File: src/rtl/crc_stream_pkg.sv
// crc_stream_pkg
// Shared types and helpers for the streaming CRC engine.
//   state_t   : frame FSM states (IDLE, RUN, DONE)
//   crc_step  : folds a data_w-bit beat into a crc_w-bit register, MSB first.
//               It works on 32/64-bit containers so one function serves every width.
`timescale 1ns/1ps
package crc_stream_pkg;

  typedef enum logic [1:0] {
    IDLE = 2'd0,
    RUN  = 2'd1,
    DONE = 2'd2
  } state_t;

  localparam int MAX_CRC_W  = 32;
  localparam int MAX_DATA_W = 64;

  function automatic logic [MAX_CRC_W-1:0] crc_step(
    input logic [MAX_CRC_W-1:0]  crc,
    input logic [MAX_DATA_W-1:0] data,
    input logic [MAX_CRC_W-1:0]  poly,
    input int                    crc_w,
    input int                    data_w
  );
    logic [MAX_CRC_W-1:0] c;
    logic [MAX_CRC_W-1:0] mask;
    logic                 fb;
    mask = (crc_w >= MAX_CRC_W) ? '1 : ((MAX_CRC_W'(1) << crc_w) - MAX_CRC_W'(1));
    c    = crc & mask;
    // Walk from the top container bit down; only the low data_w bits are real data.
    for (int i = MAX_DATA_W - 1; i >= 0; i--) begin
      if (i < data_w) begin
        fb = c[crc_w-1] ^ data[i];
        c  = ((c << 1) ^ (fb ? poly : '0)) & mask;
      end
    end
    return c;
  endfunction

endpackage

File: src/rtl/crc_stream_step.sv
// crc_stream_step
// Purely combinational: applies DATA_W serial CRC steps in one pass.
//   crc_in  [CRC_W]  : current register value
//   data    [DATA_W] : beat, MSB processed first
//   crc_out [CRC_W]  : register value after the whole beat
`timescale 1ns/1ps
module crc_stream_step
  import crc_stream_pkg::*;
#(
  parameter int               CRC_W  = 10,
  parameter int               DATA_W = 10,
  parameter logic [CRC_W-1:0] POLY   = CRC_W'(10'h24F)
) (
  input  logic [CRC_W-1:0]  crc_in,
  input  logic [DATA_W-1:0] data,
  output logic [CRC_W-1:0]  crc_out
);

  logic [MAX_CRC_W-1:0] step_res;

  assign step_res = crc_step(MAX_CRC_W'(crc_in), MAX_DATA_W'(data),
                             MAX_CRC_W'(POLY), CRC_W, DATA_W);
  assign crc_out  = CRC_W'(step_res);

endmodule

File: src/rtl/crc_stream_engine.sv
// crc_stream_engine
// Streaming CRC generator/checker. One DATA_W-bit beat per cycle is folded into
// a CRC_W-bit register; at the end of each frame the finalised CRC, the
// (saturating) beat count and an optional residue-match flag are held until
// the consumer takes them.
// Ports:
//   clk, rst (async, active-high), clr (sync abort)
//   s_valid/s_ready/s_data/s_last : input beat stream
//   m_valid/m_ready               : result handshake
//   m_crc   : crc register ^ XOR_OUT
//   m_beats : beats in frame, saturating at all-ones
//   m_match : final register == CHECK_RESIDUE
// Build option: define CRC_STREAM_CHECK_EN to include the residue compare;
// otherwise m_match is tied low.
`timescale 1ns/1ps
module crc_stream_engine
  import crc_stream_pkg::*;
#(
  parameter int               CRC_W         = 10,
  parameter int               DATA_W        = 10,
  parameter logic [CRC_W-1:0] POLY          = CRC_W'(10'h24F),
  parameter logic [CRC_W-1:0] INIT          = '0,
  parameter logic [CRC_W-1:0] XOR_OUT       = '0,
  parameter int               CNT_W         = 16,
  parameter logic [CRC_W-1:0] CHECK_RESIDUE = '0
) (
  input  logic              clk,
  input  logic              rst,
  input  logic              clr,
  input  logic              s_valid,
  output logic              s_ready,
  input  logic [DATA_W-1:0] s_data,
  input  logic              s_last,
  output logic              m_valid,
  input  logic              m_ready,
  output logic [CRC_W-1:0]  m_crc,
  output logic [CNT_W-1:0]  m_beats,
  output logic              m_match
);

  state_t           state_q;
  logic [CRC_W-1:0] crc_q;
  logic [CRC_W-1:0] crc_d;
  logic [CNT_W-1:0] beats_q;
  logic [CNT_W-1:0] beats_d;
  logic             accept;

  crc_stream_step #(
    .CRC_W  (CRC_W),
    .DATA_W (DATA_W),
    .POLY   (POLY)
  ) u_step (
    .crc_in  (crc_q),
    .data    (s_data),
    .crc_out (crc_d)
  );

  assign beats_d = (&beats_q) ? beats_q : beats_q + 1'b1;
  assign s_ready = (state_q != DONE);
  assign accept  = s_valid && s_ready;

  always_ff @(posedge clk or posedge rst) begin
    if (rst) begin
      state_q <= IDLE;
      crc_q   <= INIT;
      beats_q <= '0;
    end else if (clr) begin
      state_q <= IDLE;
      crc_q   <= INIT;
      beats_q <= '0;
    end else begin
      case (state_q)
        IDLE, RUN: begin
          if (accept) begin
            crc_q   <= crc_d;
            beats_q <= beats_d;
            state_q <= s_last ? DONE : RUN;
          end
        end
        DONE: begin
          if (m_ready) begin
            crc_q   <= INIT;
            beats_q <= '0;
            state_q <= IDLE;
          end
        end
        default: state_q <= IDLE;
      endcase
    end
  end

`ifdef CRC_STREAM_CHECK_EN
  logic match_q;

  // Compare the value being written on the last beat so the flag lands
  // together with the result it describes.
  always_ff @(posedge clk or posedge rst) begin
    if (rst) begin
      match_q <= 1'b0;
    end else if (clr) begin
      match_q <= 1'b0;
    end else if (accept && s_last) begin
      match_q <= (crc_d == CHECK_RESIDUE);
    end else if (state_q == DONE && m_ready) begin
      match_q <= 1'b0;
    end
  end

  assign m_match = match_q;
`else
  logic residue_unused;
  assign residue_unused = ^CHECK_RESIDUE;
  assign m_match        = 1'b0;
`endif

  assign m_valid = (state_q == DONE);
  assign m_crc   = crc_q ^ XOR_OUT;
  assign m_beats = beats_q;

endmodule

File: config.mk
export PLATFORM = sky130hd
export DESIGN_NAME = crc_stream_engine
export DESIGN_NICKNAME = d
export VERILOG_FILES = /design/src/rtl/crc_stream_pkg.sv /design/src/rtl/crc_stream_step.sv /design/src/rtl/crc_stream_engine.sv
export SDC_FILE = /design/constraint.sdc
export NUM_CORES = 1
export LEC_CHECK = 0
export ABC_AREA = 1
export ABC_CLOCK_PERIOD_IN_PS = 6100
export CORE_ASPECT_RATIO = 0.8
export CORE_MARGIN = 4
export CORE_UTILIZATION = 55
export CTS_BUF_LIST = sky130_fd_sc_hd__clkbuf_4 sky130_fd_sc_hd__clkbuf_8 sky130_fd_sc_hd__clkbuf_16
export DETAILED_ROUTE_END_ITERATION = 10
export PLACE_DENSITY = 0.88
export SLEW_MARGIN = 20
export SYNTH_ARGS = -nofsm -noshare
export SYNTH_HDL_FRONTEND = slang
export SYNTH_SLANG_ARGS = --single-unit
export TNS_END_PERCENT = 5
File: constraint.sdc
create_clock -name clk -period 6.1 [get_ports clk]
set_clock_uncertainty 0.1 [all_clocks]
set_input_delay 1.22 -clock clk [delete_from_list [all_inputs] [get_ports clk]]
set_output_delay 1.22 -clock clk [all_outputs]
set_load 0.05 [all_outputs]
### Word-level counts from Yosys, hierarchy flattened

Index checks and enable logic that the tools add are counted.

* register bits: 28
* input port bits: 16

* bitwise logic cells: 20
* mux-type cells: 24
* equality and inequality tests: 6
* add/sub/neg operators: 1
* reductions and logical operators: 8

Operators with widths (number)
* $mux 10: 13
* $xor 10x10->10: 10
* $mux 16: 4
* $pmux 16 s2: 1
* $pmux 10 s2: 1
* $add 16x1->16 const B: 1
* $reduce_and 16->1: 1
* $xor 1x1->1: 10
* $mux 2: 4
* $ne 3x3->1 const B: 2
* $pmux 2 s2: 1
* $reduce_and 4->1: 1
* $ne 3x2->1 const B: 1
* $reduce_and 3->1: 1
* $reduce_bool 3->1: 1
* $eq 2x1->1 const B: 1
* $eq 2x2->1 const B: 1
* $logic_not 2->1: 1
* $ne 2x2->1 const B: 1
* $reduce_and 2->1: 1
* $reduce_or 2->1: 1
* $logic_and 1x1->1: 1

### Longest topological paths before layout

Gate-level depths: netlist of the first run.

* depth after elaboration: 33
* mapped depth: 20
* mapped depth without buffers: 20

### Modules after synthesis

From an unflattened synthesis of the first run, not the netlist that was laid out.

* cells, all modules: 331
* area, all modules: 2402.3 µm²

By module, submodules not included
* crc_stream_engine: area an instance 1579.0 µm², instances 1, cells each 214
* crc_stream_step: area an instance 823.3 µm², instances 1, cells each 117

### Worst setup path after synthesis of the first run

No wires, ideal clock.

* path type: input port to flip-flop
* from: input s_data[8]
* to: register crc_q[9] (netlist: m_crc[9])
* arrival: 2.719 ns
* slack: 3.163 ns
* cell stages on the path: 17
* cell sequence: inv_1 > nand2_1 > nand2_1 > nand2_1 > nand3_1 > nand3_2 > nand2_2 > nand2_4 > nand2_4 > xor2_2 > inv_2 > nand3_1 > nand3_2 > nand2_2 > nand2_1 > nand3_1 > nand2_1

* cells in the longest elaborated chain, start to end: 30

RTL lines
* from (decl): line crc_stream_engine.sv:32 `input logic [DATA_W-1:0] s_data,`
* $xor 1x1->1 *: line crc_stream_pkg.sv:33 `fb = c[crc_w-1] ^ data[i];`
* $mux 10 *: line crc_stream_pkg.sv:34 `c = ((c << 1) ^ (fb ? poly : '0)) & mask;`
* $xor 10x10->10 *: line crc_stream_pkg.sv:34
* $xor 1x1->1: line crc_stream_pkg.sv:33
* $mux 10: line crc_stream_pkg.sv:34
* $xor 10x10->10 *: line crc_stream_pkg.sv:34
* $xor 1x1->1: line crc_stream_pkg.sv:33
* $mux 10: line crc_stream_pkg.sv:34
* [14 not listed]
* $mux 10: line crc_stream_pkg.sv:34
* $xor 10x10->10 *: line crc_stream_pkg.sv:34
* $xor 1x1->1: line crc_stream_pkg.sv:33
* $mux 10: line crc_stream_pkg.sv:34
* $xor 10x10->10 *: line crc_stream_pkg.sv:34
* $mux 10 *: line crc_stream_engine.sv:74 `if (accept) begin`
* $pmux 10 s2 *: line crc_stream_engine.sv:72 `case (state_q)`
* $mux 10 *: line crc_stream_engine.sv:67 `end else if (clr) begin`
* to (signal assigned): line crc_stream_engine.sv:75 `crc_q <= crc_d;`
* to (decl): line crc_stream_engine.sv:42 `logic [CRC_W-1:0] crc_q;`

Mark *: on every way between the ends. The rest lies on a longest branch, timed or not. The select of a mux whose other input is x is not followed.
A chain may end at the register's enable or synchronous reset.

### Final worst setup path of the first run

Same ends and word-level chain as after synthesis.

==> results of run 1 <==
## synth_stat cells, drive strengths merged
cell type / instances / area share (%)
a31o: 1 / 0.44
xor2: 15 / 8.2
or2: 1 / 0.31
nand3: 33 / 10
buf: 1 / 0.37
o21ai: 15 / 3.7
nor3: 7 / 1.7
a221oi: 2 / 0.87
a21oi: 7 / 1.7
dfrtp: 28 / 35
nor4: 1 / 0.62
a31oi: 1 / 0.31
o21a: 3 / 1.1
o22ai: 2 / 0.62
ha: 1 / 0.62
inv: 39 / 7.3
nand4: 1 / 0.31
a22o: 1 / 0.44
nor2: 24 / 4.5
conb: 1 / 0.19
xnor2: 11 / 5.5
and3: 1 / 0.31
a211oi: 1 / 0.37
nand2: 69 / 16
## kinds of logic (layout without fill, tap and decap cells)
family | count (synthesis) | count (layout) | share of synthesized area (%)
and+or+nand+nor | 137 | 137 | 33.3
buffers and inverters | 40 | 86 | 7.66
AOI/OAI and AO/OA | 33 | 33 | 9.65
DFF | 28 | 28 | 34.9
xor gates and xnor gates | 26 | 26 | 13.8
adders and majority gates | 1 | 1 | 0.623
other | 1 | 1 | 0.187
## power groups by stage
stage	Combinational (uW)	Sequential (uW)	Clock [uW]
final	1220	260	113
after global routing	1340	265	123
after CTS	1210	260	114
after detailed placement	1200	263	0
after global placement	1160	263	0
after floorplan	855	363	0
## flip-flops by register name, summed over array words and instances (netlist names)
signal	flops
m_beats	16
m_crc	10
state_q	2
## area by class of cell
type	count	area (um^2)
fillers	282	931
flip-flops and latches	28	701
inverters	39	146
multi-input cells	198	1150
well taps	42	52.6
clock buffers	4	55.1
repair buffers	43	430
## critical path, stage by stage
cell and delay [ns]:
clkdlybuf4s50_1 0.50, inv_1 0.07, nand2_1 0.05, nand2_1 0.08, nand2_1 0.15, nand2_4 0.08, nand2_2 0.07, nand2_1 0.07
or2_1 0.22, nand2_2 0.14, inv_2 0.07, nand3_2 0.09, nand3_1 0.13, nand3_1 0.13, nand3_1 0.13, nand2_2 0.13
nand2_1 0.06, nand3_1 0.06, nand2_1 0.05
## per-stage QoR
stage | hold slack (ns) | cells | power (uW)
2_1_floorplan | 0.418 | 266 | 1220
3_3_place_gp | 0.433 | 350 | 1430
3_5_place_dp | 0.421 | 350 | 1460
4_1_cts | 0.447 | 354 | 1580
5_1_grt | 0.473 | 354 | 1730
6_report | 0.447 | 354 | 1590
## metal layers
layer	share of wire, %	wire, um	vias up
met5	0	0	-
met4	0.22	10	0
met3	8.5	393	2
met2	44	2010	76
met1	48	2200	876
li1	-	-	950
## path summary, 6_finish.rpt
kind,to,cells after the start
min in group asynchronous,m_beats[1],2
worst min-delay path,state_q[0],2
worst max-delay path,m_crc[9],19
worst max register to register,m_crc[9],16
max in group asynchronous,m_beats[11],2
worst min register to register,state_q[0],2
## cell usage in the layout (no fill, tap or decap), types with 2 or more instances in the layout
cell type,count
nand2_1,58
clkdlybuf4s50_1,43
inv_1,31
dfrtp_1,28
nand3_1,26
nor2_1,24
xor2_1,12
o21ai_0,12
xnor2_1,9
inv_2,8
nor3_1,7
a21oi_1,7
nand3_2,7
nand2_2,6
nand2_4,5
clkbuf_8,4
o21a_1,3
o21ai_1,3
a221oi_1,2
o22ai_1,2
xor2_2,2
xnor2_2,2
==> flow_summary.toml, run 1 <==
[critical_path]
critPathLaunchType = "primary input"
cp.required_ns = 6.17
cp-startpoint = "s_data[8]"
reg2reg_from = "m_crc[9]"
path_class = "in2reg"
reg2reg_slack_ns = 3.65
critPathArrivalTime_ns = 3.49
critPathMaxFanout = 5
critPathCaptureType = "register"

[hold_path]
min_from = "state_q[0]"
hp-class = "reg2reg"

[sta]
tightest_slew_ns = 0.606
hold_viol = 0
setup_ws_ns = 2.68
fmax_ghz = 0.292
slew_headroom_pct = 59.5
maxSlewViolCount = 0
setup_viol = 0
fin_setup_tns_ns = 0
rsz0062_at_grt = "false"
fin_crit_ns = 3.42
fin_crit_sh_pct = 56.1

[placement]
dp_hpwl_um = 3740
placed_area_mm2 = 0.00248
place_ws_ns = 2.41
io_buffer_count = 43
gp_congestion = 1.01

[pwr]
irDropWorstVdd_v = 0.000486
p_comb_share_pct = 76.6
p_leak_uw = 0.00116
p_sw_share_pct = 55.2
p_switching_uw = 878
powerDensity_mw_per_mm2 = 626
p_clk_share_pct = 7.1
p_int_uw = 712
p_seq_share_pct = 16.4

[clock_network]
cts_root_buf = "clkbuf_8"
clock_path_buffers = 2
postCtsSetupRepairBufs = 0
cts_buffers = 3
h-tree-depth = 1
postCtsResizedCells = 0
clock_latency_ns = 0.27
cts_hold_buf = 0
cts.reportedPaths.clkPinSlew_ns = 0.09
cts_tree = "done"
cts_sinks = 28

[logic_synthesis]
synthCells = 266
seq_area_frac_synth_pct = 34.9
synth.ff_latch_count = 28
syn_nets = 283
avgSynthCellArea_um2 = 7.55
yosysWarnings = 0
ys_types = 32
synth_area_mm2 = 0.00201

[grt]
met2_usage_pct = 34.7
use_met3_pct = 5.31
grt_pass1_vias = 1779
top_usage_layer = "met2"
antenna_found_initial = 0
grt_pass1_wl_um = 8000
grt_overflow = 0
met1_usage_pct = 31.9
grt_max_degree = 29
grtUsageTotal_pct = 22.2

[run]
maxCapViolCount = 0

[floorplan]
core-area_mm2 = 0.00347
die_w_um = 75.6
dieHeight_um = 62.1
start_util_pct = 57.9
io_pins = 45
die-area_mm2 = 0.00469
rows = 19

[final_layout]
drive_gt1_share_pct = 11.9
diodes = 0
post-route-util_pct = 73.2
nets = 330
final_cell_area_mm2 = 0.00254
area_delta_synth_final_pct = 26.4

[drt]
wl_per_cell_um = 13.0
drtAntennaViolNets = 0
vias = 1904
drt_iter0_markers = 161
routed_via_density = 5.38
dr.pass1.iters = 4
wl_um = 4610
drc_errors = 0

[status]
status = "complete, no violations"
(Power assumes the default switching activity.)
==> run 2, diff against run 1 <==
--- a/config.mk
+++ b/config.mk
@@ -6,13 +6,13 @@
 export NUM_CORES = 1
 export LEC_CHECK = 0
 export ABC_AREA = 1
-export ABC_CLOCK_PERIOD_IN_PS = 6100
+export ABC_CLOCK_PERIOD_IN_PS = 3100
 export CORE_ASPECT_RATIO = 0.8
 export CORE_MARGIN = 4
-export CORE_UTILIZATION = 55
+export CORE_UTILIZATION = 46
 export CTS_BUF_LIST = sky130_fd_sc_hd__clkbuf_4 sky130_fd_sc_hd__clkbuf_8 sky130_fd_sc_hd__clkbuf_16
 export DETAILED_ROUTE_END_ITERATION = 10
-export PLACE_DENSITY = 0.88
+export PLACE_DENSITY = 0.79
 export SLEW_MARGIN = 20
 export SYNTH_ARGS = -nofsm -noshare
 export SYNTH_HDL_FRONTEND = slang
==> constraint.sdc (replaced) <==
create_clock -name clk -period 3.1 [get_ports clk]
set_clock_uncertainty 0.1 [all_clocks]
set_input_delay 0.62 -clock clk [delete_from_list [all_inputs] [get_ports clk]]
set_output_delay 0.62 -clock clk [all_outputs]
set_load 0.05 [all_outputs]
==> run 2 against run 1 <==
Compared with the run above: sequential power increased by 98%; count of clock-buffer cells in the layout is 1 lower; clock power grew 71%; global-route usage decreased by 2.8 points; final cell count is 5.4% higher; die area up 17%; highest routed layer unchanged.
==> flow_summary.toml, run 2 (same netlist as run 1, synthesis figures left out) <==
[critical_path]
path_class = "in2reg"
cp.required_ns = 3.17
critPathArrivalTime_ns = 2.93
cp.depth = 19
crit_family = "simple AND/OR/NAND/NOR gates"
critPathLaunchType = "primary input"
critPathCaptureType = "register"
path_cells = "clkdlybuf4s50_1, inv_1, nand2_1, nand2_1, nand2_1, nand2_4, nand2_2, nand2_1, or2_1, nand2_2, inv_2, nand3_2, nand3_1, nand3_1, nand3_2, nand2_2, nand2_1, nand3_1, nand2_1"
worst_path_largest_cell_delay_ns = 0.50
reg2reg_from = "m_crc[9]"
critPathSlowestCell = "clkdlybuf4s50_1"
crit_end = "m_crc[9]"
reg2reg_depth = 17
r2r-end = "m_crc[9]"
cp-startpoint = "s_data[8]"
critPathMaxFanout = 5
cp_common_cell = "nand2_1"
critPathBufInv = 3
reg2reg_slack_ns = 0.64

[pwr]
p_comb_share_pct = 77.6
p_leak_uw = 0.00119
p_seq_share_pct = 16.3
irDropWorstVdd_v = 0.000918
p_int_uw = 1420
p_sw_share_pct = 55.2
p_switching_uw = 1750
powerDensity_mw_per_mm2 = 1220
p_clk_share_pct = 6.1

[drt]
routed_via_density = 4.94
vias = 1843
drt_iter0_markers = 138
wl_um = 4740
dr.pass1.iters = 4
wl_per_cell_um = 12.7
drc_errors = 0
drtAntennaViolNets = 0

[status]
status = "complete, no violations"

[clock_network]
clock_path_buffers = 2
cts_tree = "done"
cts_hold_buf = 0
cts_buffers = 3
postCtsSetupRepairBufs = 0
h-tree-depth = 1
clock_latency_ns = 0.27
cts.reportedPaths.clkPinSlew_ns = 0.09
cts_root_buf = "clkbuf_8"
cts_sinks = 28

[final_layout]
area_delta_synth_final_pct = 29.5
largest_reg_flops = 16
nFillCells = 391
layout_commonest_cell = "nand2_1"
multi_input_area_mm2 = 0.00117
diodes = 0
seq_area_um2 = 701
drive_gt1_share_pct = 13.0
nets = 335
mostFrequentLayoutCells = "nand2_1 (58), clkdlybuf4s50_1 (43), inv_1 (32), dfrtp_1 (28), nand3_1 (26)"
post-route-util_pct = 61.9

[floorplan]
rows = 21
core-area_mm2 = 0.00420
dieHeight_um = 67.1
start_util_pct = 47.8
io_pins = 45
die-area_mm2 = 0.00550
die_w_um = 81.9

[placement]
io_buffer_count = 43
dp_hpwl_um = 3750
place_ws_ns = -0.0369
gp_congestion = 0.896

[sta]
maxSlewViolCount = 0
slew_headroom_pct = 66.6
tightest_slew_ns = 0.500
rsz0062_at_grt = "false"
hold_ws_ns = 0.456
setup_ws_ns = 0.233
hold_viol = 0
fin_crit_ns = 2.87
fin_crit_sh_pct = 92.5
fmax_ghz = 0.349
setup_viol = 0

[grt]
grt_overflow = 0
antenna_found_initial = 0
grtUsageTotal_pct = 19.4
grt_pass1_wl_um = 8150
grt_pass1_vias = 1688
grt_max_degree = 29

[run]
maxCapViolCount = 0

[hold_path]
hp-class = "reg2reg"
run 2: changes by cell type in the layout (fill, tap and decap cells not counted):
cell / previous run / this run
inv_2: 8 / 7
xnor2_4: 0 / 1
buf_4: 0 / 5
xnor2_1: 9 / 8
inv_1: 31 / 32
clkbuf_8: 4 / 3
run 2: power by group through the flow:
stage                     combinational [uW]  sequential, uW  clock, uW
after floorplan                         1680             714          0
after global placement                  2330             518          0
final                                   2460             516        193
after global routing                    2730             523        213
after CTS                               2410             514        202
after detailed placement                2370             520          0
run 2: area by class of cell:
class | count | share of cell area, %
clock buffer | 3 | 1.59
tap | 57 | 2.74
timing repair buffer | 48 | 18.0
sequential | 28 | 26.9
inverter | 39 | 5.63
multi-input combinational | 198 | 45.1
run 2: worst min-delay path by stage:
stage | to | from | depth (start not counted)
final | m_crc[4] | m_crc[4] | 2
after global routing | m_crc[6] | m_crc[6] | 2
after CTS | state_q[0] | state_q[0] | 2
after detailed placement | m_crc[2] | m_crc[2] | 2
after global placement | m_crc[4] | m_crc[4] | 2
after floorplan | state_q[0] | state_q[0] | 2
run 2: timing repair:
| item | CTS | global route |
|---|---|---|
| setup endpoints to repair | 0 | 2 |
| hold endpoints to repair | 0 | 0 |
| gates resized for setup | 0 | 2 |
run 2: routing by layer:
metal	up-vias	wire length (um)	GRT usage [%]
li1	949	-	-
met1	833	2470	31.1
met2	56	1930	26.7
met3	5	294	3.24
met4	0	46	4.36
met5	-	0	0
run 2: worst register-to-register path, stage by stage, from the launching register on:
cell,delay (ns)
dfrtp_1,0.44
inv_1,0.10
nand2_2,0.07
nand2_4,0.12
nand2_4,0.08
nand3_1,0.12
nand2_1,0.08
or2_1,0.22
nand2_2,0.15
inv_2,0.06
nand3_2,0.09
nand3_1,0.13
nand3_1,0.18
nand3_2,0.12
nand2_2,0.10
nand2_1,0.05
nand3_1,0.08
nand2_1,0.07
run 2: per-stage QoR:
stage | instance area [um^2] | std cells | setup TNS, ns | power, uW
6_report | 2600 | 373 | 0 | 3170
4_1_cts | 2580 | 373 | 0 | 3120
2_1_floorplan | 2010 | 266 | 0 | 2400
5_1_grt | 2600 | 373 | 0 | 3460
3_5_place_dp | 2540 | 370 | -0.0369 | 2890
3_3_place_gp | 2540 | 370 | 0 | 2850
==> run 3, diff against run 2 <==
--- a/config.mk
+++ b/config.mk
@@ -12,6 +12,7 @@
 export CORE_UTILIZATION = 46
 export CTS_BUF_LIST = sky130_fd_sc_hd__clkbuf_4 sky130_fd_sc_hd__clkbuf_8 sky130_fd_sc_hd__clkbuf_16
 export DETAILED_ROUTE_END_ITERATION = 10
+export HOLD_SLACK_MARGIN = 0.15
 export PLACE_DENSITY = 0.79
 export SLEW_MARGIN = 20
 export SYNTH_ARGS = -nofsm -noshare
==> results of run 3 <==
Final layout, timing and power as in run 2 (identical DEF).
